--- src/rtl/led_pattern_seq.sv ---
// Parametrised active-low LED pattern sequencer stepped from clk1h through a prescaler.
// Modes: rotate-right, rotate-left, ping-pong, binary count; wrap pulses once per pattern period.
module led_pattern_seq #(
  parameter int unsigned WIDTH    = 8,
  parameter int unsigned STEP_DIV = 1
) (
  input  logic             clk1h,
  input  logic             rst,
  input  logic             en,
  input  logic [1:0]       mode,
  input  logic             mode_ld,
  output logic [WIDTH-1:0] led,
  output logic             wrap,
  output logic             step
);

  localparam int unsigned PW = (WIDTH > 1) ? $clog2(WIDTH) : 1;
  localparam int unsigned DW = (STEP_DIV > 1) ? $clog2(STEP_DIV) : 1;
  localparam logic [PW-1:0] POS_MAX = PW'(WIDTH - 1);
  localparam logic [DW-1:0] DIV_MAX = DW'(STEP_DIV - 1);

  typedef enum logic [1:0] {
    M_ROR  = 2'd0,
    M_ROL  = 2'd1,
    M_PING = 2'd2,
    M_CNT  = 2'd3
  } mode_e;

  mode_e            r_mode, w_mode_nx;
  logic [PW-1:0]    r_pos,  w_pos_nx;
  logic             r_dir,  w_dir_nx;
  logic [WIDTH-1:0] r_cnt,  w_cnt_nx;
  logic [DW-1:0]    r_div,  w_div_nx;
  logic [WIDTH-1:0] r_led,  w_led_nx;
  logic             r_wrap, w_wrap_nx;
  logic             r_step, w_step_nx;
  logic             w_step_ev;

  assign led  = r_led;
  assign wrap = r_wrap;
  assign step = r_step;

  assign w_step_ev = en && (r_div == DIV_MAX);

  always_ff @(posedge clk1h or negedge rst) begin
    if (!rst) begin
      r_mode <= M_ROR;
      r_pos  <= '0;
      r_dir  <= 1'b1;
      r_cnt  <= '0;
      r_div  <= '0;
      r_led  <= ~(WIDTH'(1));
      r_wrap <= 1'b0;
      r_step <= 1'b0;
    end else begin
      r_mode <= w_mode_nx;
      r_pos  <= w_pos_nx;
      r_dir  <= w_dir_nx;
      r_cnt  <= w_cnt_nx;
      r_div  <= w_div_nx;
      r_led  <= w_led_nx;
      r_wrap <= w_wrap_nx;
      r_step <= w_step_nx;
    end
  end

  // mode_ld wins over any coincident step and ignores en
  always_comb begin
    w_mode_nx = r_mode;
    w_pos_nx  = r_pos;
    w_dir_nx  = r_dir;
    w_cnt_nx  = r_cnt;
    w_div_nx  = r_div;
    if (mode_ld) begin
      w_mode_nx = mode_e'(mode);
      w_pos_nx  = '0;
      w_dir_nx  = 1'b1;
      w_cnt_nx  = '0;
      w_div_nx  = '0;
    end else if (en) begin
      w_div_nx = w_step_ev ? '0 : r_div + DW'(1);
      if (w_step_ev) begin
        case (r_mode)
          M_ROR:  w_pos_nx = (r_pos == '0) ? POS_MAX : r_pos - PW'(1);
          M_ROL:  w_pos_nx = (r_pos == POS_MAX) ? '0 : r_pos + PW'(1);
          M_PING: begin
            // reversing at an end also moves inward, so end LEDs never repeat
            if (r_dir) begin
              if (r_pos == POS_MAX) begin
                w_pos_nx = r_pos - PW'(1);
                w_dir_nx = 1'b0;
              end else begin
                w_pos_nx = r_pos + PW'(1);
              end
            end else begin
              if (r_pos == '0) begin
                w_pos_nx = PW'(1);
                w_dir_nx = 1'b1;
              end else begin
                w_pos_nx = r_pos - PW'(1);
              end
            end
          end
          default: w_cnt_nx = r_cnt + WIDTH'(1);
        endcase
      end
    end
  end

  always_comb begin
    w_led_nx  = r_led;
    w_wrap_nx = 1'b0;
    w_step_nx = 1'b0;
    if (mode_ld) begin
      w_led_nx = (mode_e'(mode) == M_CNT) ? '1 : ~(WIDTH'(1));
    end else if (w_step_ev) begin
      w_step_nx = 1'b1;
      w_led_nx  = (r_mode == M_CNT) ? ~w_cnt_nx : ~(WIDTH'(1) << w_pos_nx);
      case (r_mode)
        M_ROR:   w_wrap_nx = (r_pos == '0);
        M_ROL:   w_wrap_nx = (r_pos == POS_MAX);
        M_PING:  w_wrap_nx = (w_pos_nx == '0);
        default: w_wrap_nx = (r_cnt == '1);
      endcase
    end
  end

endmodule

--- config.mk ---
export PLATFORM = sky130hd
export DESIGN_NAME = led_pattern_seq
export DESIGN_NICKNAME = d
export VERILOG_FILES = /design/src/rtl/led_pattern_seq.sv
export SDC_FILE = /design/constraint.sdc
export NUM_CORES = 1
export LEC_CHECK = 0
export ABC_AREA = 1
export CAP_MARGIN = 10
export CORE_MARGIN = 10
export CORE_UTILIZATION = 56
export DETAILED_ROUTE_END_ITERATION = 10
export PLACE_DENSITY = 0.91
export SLEW_MARGIN = 20
export SYNTH_ARGS = -nofsm -noshare
export SYNTH_HDL_FRONTEND = slang
export SYNTH_SLANG_ARGS = --single-unit
--- constraint.sdc ---
create_clock -name clk1h -period 1.98 [get_ports clk1h]
set_clock_uncertainty 0.1 [all_clocks]
set_input_delay 0.297 -clock clk1h [delete_from_list [all_inputs] [get_ports clk1h]]
set_output_delay 0.297 -clock clk1h [all_outputs]
set_load 0.05 [all_outputs]
==> results.cfg, run 1 <==
[status]
outcome = finished clean

[clock_tree]
clkLatencyLatePin_ns = 0.33
numCtsBuffers = 3
clk_path_buf_depth = 2
path_clk_slew_ns = 0.13
cts-root-buf = clkbuf_4
cts_tree = built
cts-htree-levels = 1
clock-sinks = 25

[synthesis]
yosys.cell_types.count = 31
mappedNetlistNets = 219
ys_seq_area_frac = 0.396
synth_area_leader_cell = dfrtp_1
synthTopCellsByArea = dfrtp_1 27%, dfstp_2 13%, nand2_1 13%, nand3_1 6.2%, inv_1 5.1%
ys_seq_elements = 25
netlist_area_um2 = 1610
syn_avg_cell_area_um2 = 7.72
yosysWarningCount = 0
synthCells = 208
synth_top_area_frac = 0.265

[timing]
worst_slew_pin_slew_ns = 0.501
tns_ns = 0
setup_viol = 0
hold_ws_ns = 0.224
maxSlewHeadroom = 0.665
period_minus_slack_ns = 1.90
fmax_mhz = 526
slew_violations = 0
hold_violations = 0
fin_crit_sh = 0.960

[setup_path]
rrSetupSlack_ns = 0.17
cp_cell_sequence = clkdlybuf4s50_1
crit_type = reg -> out
crit_path_top_delay_cell = clkdlybuf4s50_1
critPathLaunchType = flip-flop
critPathBufInv = 1
cp-end-kind = output port
crit_family = buffers and inverters
critPathMaxFanout = 2
worstPathArrival_ns = 1.50
slowest_delay_ns = 0.80
required_ns = 1.58

[route]
ant_nets = 0
via_count = 1372
viasPerCell = 5.26
drt_wl_total_mm = 3.36
drtIter0Drc = 58
drc = 0
routedWlPerCell_um = 12.9
drt_pass1_iterations = 4

[power]
max-vdd-ir-drop_mv = 0.621
power.leakage_nw = 0.893
power.total_mw = 1.19
powerDensity_nw_per_um2 = 647

[floorplanning]
start_util = 0.582
ioPinCount = 16
die_area_um2 = 5410
core_um2 = 2760
die_x_um = 73.5
die_height_um = 73.5
core.rowCount = 19

[finish]
diodes = 0
layout-drive-gt1-share = 0.257
syn2layout_area_growth_pct = 14.6
num-nets-final = 242
post-route-util = 0.667
final_area_um2 = 1840

[min_path]
hp-class = in -> async

[placement]
gp_congestion = 0.982
placed_area_um2 = 1800
place_hpwl_mm = 2.66
numPortBuffers = 15

[global_route]
grt_pass1_wl_mm = 5.75
antenna_found_initial = 0
grtUsageTotal = 0.132
grt_overflow = 0
grt_pass1_vias = 1279
grt_max_degree = 26

[job]
max-cap-violations = 0
==> synth_stat cells <==
cell      number
a21o_1         1
a21oi_1        8
a21oi_2        4
a21oi_4        1
a31oi_2        1
and3_1         1
buf_2          1
clkbuf_1       2
clkinv_4       1
dfrtp_1       17
dfstp_2        8
ha_1           5
inv_1         22
inv_2          6
inv_6          1
nand2_1       54
nand2_2        5
nand2_4        5
nand3_1       20
nand3_2        1
nand3_4        1
nand4_1        3
nor2_1        16
nor2_2         2
nor2_4         4
nor3_1         3
o21a_1         1
o21ai_0        6
o21ai_1        6
o21ai_2        1
xor2_1         1
==> layout make-up <==
class | instances | area, um2
Inverter | 30 | 123
Sequential cell | 25 | 636
Tap cell | 31 | 38.8
Fill cell | 235 | 918
Timing Repair Buffer | 21 | 178
Clock inverter | 1 | 5.00
Clock buffer | 3 | 22.5
Multi-Input combinational cell | 150 | 837
==> power by group <==
group | leakage [nW] | switching [mW] | total, mW | internal, mW
Combinational | 0.564 | 0.255 | 0.381 | 0.127
Clock | 0.0177 | 0.156 | 0.232 | 0.0760
Sequential | 0.311 | 0.0260 | 0.577 | 0.551
Total | 0.893 | 0.437 | 1.19 | 0.754
==> what timing repair did <==
item,in CTS,in global routing
hold buffers,0,0
buffers inserted,0,1
gates resized for setup,0,1
setup endpoints to repair,0,1
==> final timing paths <==
check                                        start  depth (start not counted)                  to
min in group clk1h              led[1]$_DFFE_PN1N_                          2  led[1]$_DFFE_PN1N_
worst max register to register  r_pos[0]$_DFF_PN0_                         13      wrap$_DFF_PN0_
max in group asynchronous                      rst                          2   r_dir$_DFFE_PN1P_
worst max-delay path            led[0]$_DFFE_PN0N_                          1              led[0]
worst min-delay path                           rst                          2  r_cnt[7]$_DFF_PN0_
worst min register to register  led[1]$_DFFE_PN1N_                          2  led[1]$_DFFE_PN1N_
==> sequential cells by signal, indices dropped and copies added, names as in the netlist <==
register,cells
led,8
r_cnt,8
r_dir,1
r_div,1
r_mode,2
r_pos,3
step,1
wrap,1
==> layout by cell type (no fill, tap or decap), types with 4 or more instances in the layout <==
cell type and count:
dfstp_2 8, nand2_2 5, o21ai_0 6, ha_1 5, nand2_4 5, nand2_1 54
a21oi_1 8, o21ai_1 6, dfrtp_1 17, clkdlybuf4s50_1 8, buf_4 13, inv_2 6
a21oi_2 4, nor2_4 4, inv_1 22, nand3_1 20, nor2_1 15
==> per-stage QoR <==
stage / worst slack, ns / cells
after floorplan: 0.355 / 208
after detailed placement: 0.00396 / 256
after CTS: 0.0583 / 260
after global placement: 0.0678 / 256
final: 0.0791 / 261
after global routing: -0.0175 / 261
==> cell families after synthesis <==
kind of cell / Yosys count / share of synthesized area
AND/OR/NAND/NOR: 115 / 0.359
buffers and inverters: 33 / 0.0842
AO/OA/AOI/OAI: 29 / 0.117
flip-flops: 25 / 0.396
adder cells (fa/ha/maj): 5 / 0.0390
XOR/XNOR: 1 / 0.00546
==> metal layers <==
layer  GRT usage  vias up  wire length, um
met5           0        -                0
li1            -      712                -
met1       0.156      630             1490
met4      0.0559        0               65
met3      0.0215        7               85
met2       0.230       23             1720
(Power assumes the default switching activity.)
==> run 2: changes to the inputs <==
GPL_ROUTABILITY_DRIVEN = 0   (was unset)
==> results of run 2 <==
The final DEF is identical to that of run 1; final timing and power are the same.
==> run 3: changes to the inputs <==
REMOVE_ABC_BUFFERS = 1   (was unset)
clock period = 1.9 ns   (was 1.98 ns; I/O delays follow)
==> run 3 against run 2 <==
First-iteration DRC count rose by 53%. Worst setup slack got worse by 0.035 ns. Clock power increased by 4%. Sequential cell count is the same. Design area up 2.7%. Power grew 6.4%. Final cell count up 1.9%. Die area did not move. Via count grew 2.6%. Combinational power grew 10%. Largest power group unchanged.
==> results.cfg, run 3 (same netlist as run 1, synthesis figures left out) <==
[status]
outcome = finished clean

[clock_tree]
numCtsBuffers = 3
clkLatencyLatePin_ns = 0.32
cts-htree-levels = 1
cts_tree = built
clock-sinks = 25
cts_hold_buf = 0
cts-root-buf = clkbuf_4
path_clk_slew_ns = 0.14
clk_path_buf_depth = 2

[finish]
fillerInstances = 220
fin_cells = 266
mostFrequentLayoutCells = 53 x nand2_1, 20 x inv_1, 20 x nand3_1
syn2layout_area_growth_pct = 17.6
num-nets-final = 247
layout_commonest_cell = nand2_1
layout-drive-gt1-share = 0.289
diodes = 0

[job]
max-cap-violations = 0

[power]
power.leakage_nw = 0.917
power.total_mw = 1.27
max-vdd-ir-drop_mv = 0.563
powerDensity_nw_per_um2 = 671

[floorplanning]
start_util = 0.582
die_x_um = 73.5
core_um2 = 2760
ioPinCount = 16
die_area_um2 = 5410
die_height_um = 73.5
core.rowCount = 19

[setup_path]
crit_path_top_delay_cell = clkdlybuf4s50_1
crit_family = buffers and inverters
worstPathArrival_ns = 1.47
cp_cell_sequence = clkdlybuf4s50_1
reg2reg_from = r_pos[0]$_DFF_PN0_
required_ns = 1.51
critPathLaunchType = flip-flop
crit_type = reg -> out
slowest_delay_ns = 0.80
critPathBufInv = 1
critPathMaxFanout = 1
startpoint = step$_DFF_PN0_
cp-end-kind = output port

[global_route]
grtUsageTotal = 0.137
grt_max_degree = 26
grt_overflow = 0
antenna_found_initial = 0
grt_pass1_vias = 1450
grt_pass1_wl_mm = 6.23

[timing]
maxSlewHeadroom = 0.669
worst_slew_pin_slew_ns = 0.495
period_minus_slack_ns = 1.86
fmax_mhz = 539
setup_ws_ns = 0.0444
slew_violations = 0
rsz0062_at_grt = no
hold_violations = 0
fin_crit_sh = 0.977
setup_viol = 0

[placement]
numPortBuffers = 15
place_ws_ns = -0.0263
dp_cells = 259
place_hpwl_mm = 2.86

[min_path]
hp-class = in -> async

[route]
drt_pass1_iterations = 4
viasPerCell = 5.29
drtIter0Drc = 89
via_count = 1407
drt_wl_total_mm = 3.67
ant_nets = 0
routedWlPerCell_um = 13.8
drc = 0
-- run 3: cell count changes in the layout (fill, tap and decap cells not counted), sizes merged --
cell           change
clkdlybuf4s50      -1
clkbuf             +1
clkinv             -1
buf                +6
-- run 3: stage by stage --
step	area, um2	hold WS, ns	util	TNS, ns
floorplan	1590	-0.111	-	0
global placement	1820	0.357	0.661	-0.000113
detailed placement	1820	0.355	0.661	-0.0625
CTS	1850	0.228	0.670	0
global route	1890	0.251	0.685	0
finish	1890	0.218	0.685	0
-- run 3: power by group --
part / total, mW / switching [mW] / internal, mW / leakage [nW]
Clock: 0.241 / 0.159 / 0.0821 / 0.0150
Combinational: 0.421 / 0.275 / 0.146 / 0.591
Sequential: 0.605 / 0.0301 / 0.574 / 0.311
Total: 1.27 / 0.464 / 0.803 / 0.917
-- run 3: metal layers --
metal	vias up	GRT usage	share of wire
met5	-	0	0
met4	0	0.0248	0.0098
met3	4	0.0188	0.022
met2	17	0.256	0.52
met1	666	0.161	0.45
li1	720	-	-
-- run 3: cell type report --
cell class / count / area (um2) / share of cell area
Multi-Input combinational cell: 150 / 852 / 0.451
Sequential cell: 25 / 636 / 0.337
Timing Repair Buffer: 26 / 213 / 0.113
Inverter: 30 / 123 / 0.0649
Tap cell: 31 / 38.8 / 0.0205
Clock buffer: 4 / 26.3 / 0.0139
-- run 3: timing repair --
item / 4_1_cts / 5_1_grt
setup endpoints to repair: 0 / 9
gates resized for setup: 0 / 5
buffers inserted: 0 / 3
-- run 3: final timing paths --
check	depth (start not counted)	endpoint	slack, ns
max in group asynchronous	2	led[4]$_DFFE_PN1N_	1.19
min in group clk1h	2	led[6]$_DFFE_PN1N_	0.38
worst min-delay path	2	r_cnt[6]$_DFF_PN0_	0.22
worst max register to register	12	led[5]$_DFFE_PN1N_	0.11
worst min register to register	2	led[6]$_DFFE_PN1N_	0.38
worst max-delay path	1	step	0.04
